**config.mk**
```make
export PLATFORM = sky130hd
export DESIGN_NAME = image_pair_packer
export DESIGN_NICKNAME = d
export VERILOG_FILES = /design/src/rtl/image_pair_packer.sv
export SDC_FILE = /design/constraint.sdc
export NUM_CORES = 1
export LEC_CHECK = 0
export CAP_MARGIN = 20
export CORE_ASPECT_RATIO = 1.4
export CORE_MARGIN = 3
export CORE_UTILIZATION = 35
export DETAILED_ROUTE_END_ITERATION = 8
export HOLD_SLACK_MARGIN = 0.03
export PLACE_DENSITY_LB_ADDON = 0.1
export SYNTH_ARGS = -nofsm -noshare
export SYNTH_HDL_FRONTEND = slang
export SYNTH_SLANG_ARGS = --single-unit
```
**constraint.sdc**
```tcl
create_clock -name HCLK -period 8.7 [get_ports HCLK]
set_clock_uncertainty 0.15 [all_clocks]
set_input_delay 1.74 -clock HCLK [delete_from_list [all_inputs] [get_ports HCLK]]
set_output_delay 1.74 -clock HCLK [all_outputs]
set_load 0.02 [all_outputs]
```
**src/rtl/image_pair_packer.sv**
```systemverilog
// Packs dual-pixel RGB pairs into BGR words and writes them bottom-up into frame memory
// through a 4-entry show-ahead FIFO. Handshake: an entry transfers on any edge where mem_we & mem_ready.
module image_pair_packer #(
  parameter int WIDTH  = 768,
  parameter int HEIGHT = 512,
  parameter int ADDR_W = 18
) (
  input  logic              HCLK,
  input  logic              HRESET,
  input  logic              data_write,
  input  logic [7:0]        DATA_R0,
  input  logic [7:0]        DATA_G0,
  input  logic [7:0]        DATA_B0,
  input  logic [7:0]        DATA_R1,
  input  logic [7:0]        DATA_G1,
  input  logic [7:0]        DATA_B1,
  output logic              mem_we,
  output logic [ADDR_W-1:0] mem_addr,
  output logic [47:0]       mem_wdata,
  input  logic              mem_ready,
  output logic              Write_Done,
  output logic              overflow,
  output logic [1:0]        state_dbg
);

  localparam int PAIRS = WIDTH / 2;
  localparam int COL_W = (PAIRS > 1) ? $clog2(PAIRS) : 1;
  localparam int ROW_W = (HEIGHT > 1) ? $clog2(HEIGHT) : 1;
  localparam int ENT_W = ADDR_W + 48;

  typedef enum logic [1:0] {
    IDLE  = 2'd0,
    RUN   = 2'd1,
    DRAIN = 2'd2,
    DONE  = 2'd3
  } state_t;

  state_t           state;
  logic [COL_W-1:0] col;
  logic [ROW_W-1:0] row;
  logic [ENT_W-1:0] fifo_mem [4];
  logic [1:0]       wr_ptr;
  logic [1:0]       rd_ptr;
  logic [2:0]       count;

  logic              full;
  logic              pop;
  logic              push;
  logic              drop;
  logic              restart;
  logic              last_pair;
  logic [COL_W-1:0]  cur_col;
  logic [ROW_W-1:0]  cur_row;
  logic [ADDR_W-1:0] push_addr;
  logic [47:0]       push_data;
  logic [2:0]        count_next;

  assign mem_we    = (count != 3'd0);
  assign mem_addr  = fifo_mem[rd_ptr][ENT_W-1:48];
  assign mem_wdata = fifo_mem[rd_ptr][47:0];
  assign state_dbg = state;

  always_comb begin
    full      = (count == 3'd4);
    pop       = mem_we & mem_ready;
    restart   = (state == IDLE) || (state == DONE);
    // A full FIFO still accepts when its head leaves on the same edge.
    push      = data_write && (state != DRAIN) && (!full || pop);
    drop      = data_write && !push;
    cur_col   = restart ? '0 : col;
    cur_row   = restart ? '0 : row;
    last_pair = (int'(cur_row) == HEIGHT - 1) && (int'(cur_col) == PAIRS - 1);
    push_addr = ADDR_W'((HEIGHT - 1 - int'(cur_row)) * PAIRS + int'(cur_col));
    push_data = {DATA_R1, DATA_G1, DATA_B1, DATA_R0, DATA_G0, DATA_B0};
    case ({push, pop})
      2'b10:   count_next = count + 3'd1;
      2'b01:   count_next = count - 3'd1;
      default: count_next = count;
    endcase
  end

  always_ff @(posedge HCLK) begin
    if (HRESET) begin
      state      <= IDLE;
      col        <= '0;
      row        <= '0;
      wr_ptr     <= '0;
      rd_ptr     <= '0;
      count      <= '0;
      Write_Done <= 1'b0;
      overflow   <= 1'b0;
      for (int i = 0; i < 4; i++) fifo_mem[i] <= '0;
    end else begin
      count <= count_next;
      if (push) begin
        fifo_mem[wr_ptr] <= {push_addr, push_data};
        wr_ptr           <= wr_ptr + 2'd1;
        if (int'(cur_col) == PAIRS - 1) begin
          col <= '0;
          row <= cur_row + 1'b1;
        end else begin
          col <= cur_col + 1'b1;
          row <= cur_row;
        end
      end
      if (pop) rd_ptr <= rd_ptr + 2'd1;
      if (drop) overflow <= 1'b1;

      case (state)
        IDLE: begin
          if (push) state <= last_pair ? DRAIN : RUN;
        end
        RUN: begin
          if (push && last_pair) state <= DRAIN;
        end
        DRAIN: begin
          if (count_next == 3'd0) begin
            state      <= DONE;
            Write_Done <= 1'b1;
          end
        end
        DONE: begin
          if (push) begin
            Write_Done <= 1'b0;
            state      <= last_pair ? DRAIN : RUN;
          end
        end
        default: state <= IDLE;
      endcase
    end
  end

endmodule

```
==> results of run 1 <==
logic make-up (layout without fill, tap and decap cells):
family	count (synthesis)	count (layout)	synth area share [%]
simple gates	412	412	16.7
flops	295	295	61.7
compound gates	97	97	4.57
buf+inv	87	219	2.72
mux	67	67	10.8
fa+ha+maj	22	22	2.15
xor+xnor	20	20	1.27
through the flow:
stage               utilization, %  hold WS, ps  std cells
finish                        42.9          321       1654
CTS                           42.9          323       1654
detailed placement            40.3          314       1597
global route                  42.9          356       1654
floorplan                        -          296       1000
global placement              40.3          307       1597
critical path, stage by stage, from the launching register on:
cell and delay (ps):
dfxtp_4 800, buf_4 730, mux4_2 590, clkdlybuf4s50_1 630
flip-flops by register name (all words and copies together), names as in the netlist, named ones only:
signal,cells
fifo_mem,264
Write_Done,1
row,9
state_dbg,2
count,3
overflow,1
rd_ptr,2
col,9
wr_ptr,2
power by group:
| part | internal (W) | total (W) | switching [W] |
|---|---|---|---|
| sequential | 0.00174 | 0.00182 | 0.0000788 |
| clock | 0.000737 | 0.00127 | 0.000535 |
| combinational | 0.000467 | 0.00103 | 0.000566 |
| total | 0.00294 | 0.00412 | 0.00118 |
Yosys cell counts (all sizes together) (3+ instances only):
library cell	count	area (µm²)
a211oi	3	27.5
a21oi	29	145
a22oi	4	30.0
a31oi	6	37.5
and2	198	1240
buf	20	120
clkbuf	42	163
dfxtp	31	621
edfxtp	264	7930
fa	3	60.1
ha	19	238
inv	25	93.8
mux4	66	1490
nand2	33	124
nand2b	18	113
nand3	13	65.1
nand3b	4	30.0
nand4	4	25.0
nor2	104	420
nor2b	4	25.0
nor3	10	66.3
nor3b	3	22.5
nor4b	3	47.5
o2111ai	3	26.3
o211ai	3	22.5
o21ai	25	125
o21bai	8	60.1
or2	5	31.3
or3	3	23.8
xnor2	9	78.8
xor2	11	96.3
per-layer routing:
layer	part of all wire (%)	track usage (%)	vias up
met5	0.096	0	-
met4	2.1	3.78	4
met3	3.9	2.59	44
met2	53	29.1	120
met1	41	18.3	4054
li1	-	-	3863
path summary, 6_finish.rpt:
| kind | to | slack (ps) |
|---|---|---|
| hold / removal | col[1]$_SDFFE_PP0P_ | 320 |
| setup reg to reg | fifo_mem[1][65]$_SDFFCE_PN0P_ | 4700 |
| hold reg to reg | col[1]$_SDFFE_PP0P_ | 320 |
| setup / recovery | mem_addr[6] | 3450 |
layout make-up:
cell class / count / area (µm²) / share of cell area (%)
Sequential cell: 295 / 8560 / 51.6
Multi-Input combinational cell: 618 / 4980 / 30.0
Timing Repair Buffer: 137 / 1330 / 8.04
Clock buffer: 40 / 840 / 5.06
Tap cell: 522 / 653 / 3.94
Clock inverter: 17 / 138 / 0.830
Inverter: 25 / 93.8 / 0.566
==> summary.md, run 1 <==
| Metric | Value |
|---|---|
| Clock transition at the registers of the reported paths | `60 ps` |
| Final Setup Violations | `0` |
| Mean area per synthesized cell | `13.8 µm²` |
| Final Wtd Congestion | `0.724` |
| Leakage | `5.88 nW` |
| Distinct cells, synth | `64` |
| CTS tree | `done` |
| Max VDD drop | `0.230 mV` |
| Vias | `8085` |
| WHS Path Cells | `2` |
| Synthesized net count | `1074` |
| Worst Tran Pin Value | `1100 ps` |
| Layout cell share with drive strength beyond 1 | `14.3%` |
| Vias/cell | `4.89` |
| Worst r2r src | `state_dbg[0]$_SDFFE_PP0P_` |
| Max Fclk | `0.191 GHz` |
| Critical path startpoint category | `flop` |
| Die width | `174 µm` |
| Root Driver | `clkbuf_16` |
| Number of max-cap violations | `0` |
| Number of I/O port buffers | `122` |
| Commonest non-fill, non-tap cells in the layout | `edfxtp_1, and2_1, clkdlybuf4s50_1, nor2_1, mux4_2` |
| Core area | `38700 µm²` |
| Clk_lat worst skew | `550 ps` |
| RSZ-0062 raised after global routing | `no` |
| Sequential area share after synthesis | `61.7%` |
| Hold Crit Class | `reg2reg` |
| DRC Markers | `0` |
| Final WL | `32100 µm` |
| Seq cells post-synth | `295` |
| Gate Count Post-Synth | `1000` |
| Syn Std Cell Area | `13800 µm²` |
| Final ANT Viol Nets | `0` |
| 1st-pass router iterations | `4` |
| Yosys Warn Count | `0` |
| # diodes | `0` |
| Sum Neg Setup Slack | `0 ps` |
| Min-Delay Startpoint | `col[1]$_SDFFE_PP0P_` |
| Endpoints failing hold | `0` |
| P&R area growth vs syn | `19.8%` |
| Avg WL per Cell | `19.4 µm` |
| Placed cell areas | `15600 µm²` |
| Pre-CTS setup slack | `3570 ps` |
| Gr usage total | `15.4%` |
| Commonest non-fill, non-tap cell in the layout | `edfxtp_1` |
| Max-slew headroom | `26.6%` |
| Top_reg_cell synth | `edfxtp_1` |
| Number of gates resized after cts | `0` |
| Worst Setup End Kind | `output port` |
| Crit path DAT | `3360 ps` |
| Clock Path Buffers | `3` |
| Setup WS post-layout | `3450 ps` |
| Reg2Reg Depth | `13` |
| Critical Path RT | `6810 ps` |
| Initial antenna violation count | `2` |
| First-pass GRT wire length | `50300 µm` |
| Drt initial violations | `496` |
| Pwr dens | `248 nW/µm²` |
| Hpwl dp | `18800 µm` |
| Final layout net count | `1182` |
| Number of synthesized flops with an enable pin | `264` |
| CTS Hold Buffers Added | `0` |
| Vias in the first global route | `8604` |
| DIE AREA | `42000 µm²` |
| Final Cycle Share | `60.3%` |
| Grt ovf | `0` |
| Status | `finished clean` |
| Tmin final | `5250 ps` |
| Effective utilization at floorplan | `35.8%` |
| Largest net degree at the start of global routing | `67` |
| Fillcell total | `3609` |
| Post CTS Setup Buffer Count | `0` |
| Setup Crit Path Kind | `reg2out` |
| Asr flop ratio synth | `0%` |
| Clock H-tree levels | `1` |
| Row count | `85` |
| Final instance area | `16600 µm²` |
| Critical path fanouts, max | `36` |
| Sink count of the clock tree | `295` |
| Overall Power | `0.00412 W` |
| Die Height | `241 µm` |
| I/O pin count | `123` |
| Final Max Tran Viols | `0` |
| Cts bufs inserted | `31` |
Note: power is estimated with default switching activity, not from simulation.
==> inputs of run 2 (changes only) <==
- clock period: 8.7 -> 4.28 ns (I/O delays scaled with it)
==> run 2 against run 1 <==
Power rose by 100%. Routed wire length increased by 2.1%. Utilization is 0.37 points higher. Count of clock-buffer cells in the layout is 3 lower. Sequential power grew 100%. Sequential share of layout area down 0.44 points. Sequential cell count did not move. Non-clock buffer count grew 9. Final area grew 0.85%. Via count increased by 1.5%.
==> summary.md, run 2 (synthesis results as in run 1) <==
| Metric | Value |
|---|---|
| Status | `finished clean (unchanged)` |
| Switching portion of total power | `29.5% (was 28.6%)` |
| Commonest non-fill, non-tap cell in the layout | `edfxtp_1 (unchanged)` |
| Slowest stage delay, CP | `420 ps (was 800 ps)` |
| Tmin final | `3690 ps` |
| Final Cycle Share | `86.3%` |
| Commonest non-fill, non-tap cells in the layout | `edfxtp_1, and2_1, clkdlybuf4s50_1, nor2_1, mux4_2 (unchanged)` |
| Clk network pwr share | `29.5% (was 30.9%)` |
| Max reg flops | `264 (unchanged)` |
| Combinational Power Share | `26.7% (was 25.1%)` |
| Layout cell share with drive strength beyond 1 | `14.6% (was 14.3%)` |
| Cts bufs inserted | `31 (unchanged)` |
| Max VDD drop | `0.317 mV (was 0.230 mV)` |
| Critical Path RT | `4420 ps (was 6810 ps)` |
| Sink count of the clock tree | `295 (unchanged)` |
| Setup Crit Path Kind | `reg2reg (was reg2out)` |
| CTS Hold Buffers Added | `0 (unchanged)` |
| Avg WL per Cell | `19.7 µm (was 19.4 µm)` |
| Number of max-cap violations | `0 (unchanged)` |
| Critical path's slowest cell | `dfxtp_1 (was dfxtp_4)` |
| Post CTS Setup Buffer Count | `0 (unchanged)` |
| Overall Power | `0.00831 W (was 0.00412 W)` |
| Crit path DAT | `3840 ps (was 3360 ps)` |
| Clock H-tree levels | `1 (unchanged)` |
| Hold slack | `326 ps (was 321 ps)` |
| Worst Setup End Kind | `flop (was output port)` |
| Clock Path Buffers | `3 (unchanged)` |
| Number of I/O port buffers | `122 (unchanged)` |
| Final layout net count | `1191 (was 1182)` |
| Int Power | `0.00586 W (was 0.00294 W)` |
| Top flop regs | `fifo_mem x264, col x9, row x9 (unchanged)` |
| Clock transition at the registers of the reported paths | `60 ps (about the same)` |
| Vias/cell | `4.94 (was 4.89)` |
| Root Driver | `clkbuf_16 (unchanged)` |
| Largest net degree at the start of global routing | `50 (was 67)` |
| P&R area growth vs syn | `20.8% (was 19.8%)` |
| Buf+Inv Stages, Crit Path | `2 (unchanged)` |
| Worst Tran Pin Value | `680 ps (was 1100 ps)` |
| I/O pin count | `123 (unchanged)` |
| Grt ovf | `0 (unchanged)` |
| Final instance area | `16700 µm² (was 16600 µm²)` |
| DRC Markers | `0 (unchanged)` |
| Endpoints failing hold | `0 (unchanged)` |
| Number of gates resized after cts | `0 (unchanged)` |
| Die width | `174 µm (unchanged)` |
| Core area | `38700 µm² (unchanged)` |
| Drt initial violations | `421 (was 496)` |
| Switching power | `0.00245 W (was 0.00118 W)` |
| Most used cell, CP | `nor2_1` |
| Critical path fanouts, max | `44 (was 36)` |
| Register-to-register setup slack | `590 ps (was 4700 ps)` |
| Gr usage total | `15.6% (was 15.4%)` |
| Max Fclk | `0.271 GHz` |
| Clk_lat worst skew | `560 ps (was 550 ps)` |
| Kind of cell adding the most delay to the critical path | `simple AND/OR/NAND/NOR gates (was buffers and inverters)` |
| Placed cell areas | `15800 µm² (was 15600 µm²)` |
| First-pass GRT wire length | `50900 µm (was 50300 µm)` |
| Effective utilization at floorplan | `35.8% (unchanged)` |
| Final Setup Violations | `0 (unchanged)` |
| RSZ-0062 raised after global routing | `no (unchanged)` |
| Vias | `8207 (was 8085)` |
| Initial antenna violation count | `1 (was 2)` |
| Vias in the first global route | `8726 (was 8604)` |
| Max-slew headroom | `54.7% (was 26.6%)` |
| # diodes | `0 (unchanged)` |
| Sequential Power Share | `43.8% (was 44.1%)` |
| 1st-pass router iterations | `4 (unchanged)` |
| Pwr dens | `497 nW/µm² (was 248 nW/µm²)` |
| Final WL | `32800 µm (was 32100 µm)` |
| Row count | `85 (unchanged)` |
| Fillcell total | `3631 (was 3609)` |
| Hpwl dp | `19800 µm (was 18800 µm)` |
| Hold Crit Class | `reg2reg (unchanged)` |
| Die Height | `241 µm (unchanged)` |
| Final Wtd Congestion | `0.756 (was 0.724)` |
| Final ANT Viol Nets | `0 (unchanged)` |
| Crit-path cells | `inv_1 -> ha_1 -> buf_4 -> nor2_1 -> nor2_1 -> ha_1 -> or2_2 -> a31oi_1 -> o311ai_2 -> nand4_1 -> xor2_1 -> nor2_1 (was buf_4 -> mux4_2 -> clkdlybuf4s50_1)` |
| Final Max Tran Viols | `0 (unchanged)` |
| DIE AREA | `42000 µm² (unchanged)` |
| Critical path startpoint category | `flop (unchanged)` |
| Biggest register | `fifo_mem (unchanged)` |
| CTS tree | `done (unchanged)` |
| Leakage | `5.92 nW (was 5.88 nW)` |
-- run 2: cell count changes in the layout (fill, tap and decap cells not counted) --
cell        before  now
inv_8            0    1
buf_4           15   12
bufinv_16        2    0
clkinvlp_4       0    1
inv_6            1    0
clkbuf_8         3    0
clkinv_2         9    7
buf_12           0   12
clkinv_1         4    8
clkinvlp_2       0    2
-- run 2: worst register-to-register path, cell delays in order, from the launching register on --
cell and delay (ps):
dfxtp_1 420, inv_1 90, ha_1 380, buf_4 300, nor2_1 340, nor2_1 100, ha_1 360, or2_2 310
a31oi_1 280, o311ai_2 170, nand4_1 150, xor2_1 310, nor2_1 80
-- run 2: power groups by stage --
stage	Combinational, W	Sequential, W	Clock (W)
5_1_grt	0.00240	0.00368	0.00262
3_5_place_dp	0.00227	0.00371	0
3_3_place_gp	0.00227	0.00370	0
2_1_floorplan	0.00137	0.00369	0
6_report	0.00222	0.00364	0.00245
4_1_cts	0.00228	0.00365	0.00253
-- run 2: path summary, 6_finish.rpt --
kind                                                       to  cells past startpoint                 startpoint
worst min register to register            col[1]$_SDFFE_PP0P_                      2        col[1]$_SDFFE_PP0P_
worst max register to register  fifo_mem[1][64]$_SDFFCE_PN0P_                     12  state_dbg[0]$_SDFFE_PP0P_
worst max-delay path            fifo_mem[1][64]$_SDFFCE_PN0P_                     12  state_dbg[0]$_SDFFE_PP0P_
worst min-delay path                      col[1]$_SDFFE_PP0P_                      2        col[1]$_SDFFE_PP0P_
-- run 2: through the flow --
stage                     instances  utilization [%]  TNS, ps  worst slack, ps
final                          1663             43.2        0              587
after global routing           1663             43.2        0              320
after CTS                      1663             43.2        0              559
after detailed placement       1606             40.9        0              455
after global placement         1606             40.9        0              463
after floorplan                1000                -  -129960             -985
-- run 2: final cells by class --
class | instances | area [µm²] | area share (%)
Sequential cell | 295 | 8560 | 51.1
Multi-Input combinational cell | 618 | 4980 | 29.7
Timing Repair Buffer | 146 | 1550 | 9.27
Clock buffer | 37 | 798 | 4.77
Tap cell | 522 | 653 | 3.90
Clock inverter | 20 | 103 | 0.613
Inverter | 25 | 93.8 | 0.561
-- run 2: routing by layer --
metal | global-route usage [%] | up-vias | part of all wire (%)
met1 | 18.9 | 4161 | 42
met2 | 29.3 | 125 | 53
met3 | 2.10 | 36 | 2.9
li1 | - | 3883 | -
met4 | 3.98 | 2 | 1.8
met5 | 0 | - | 0.061
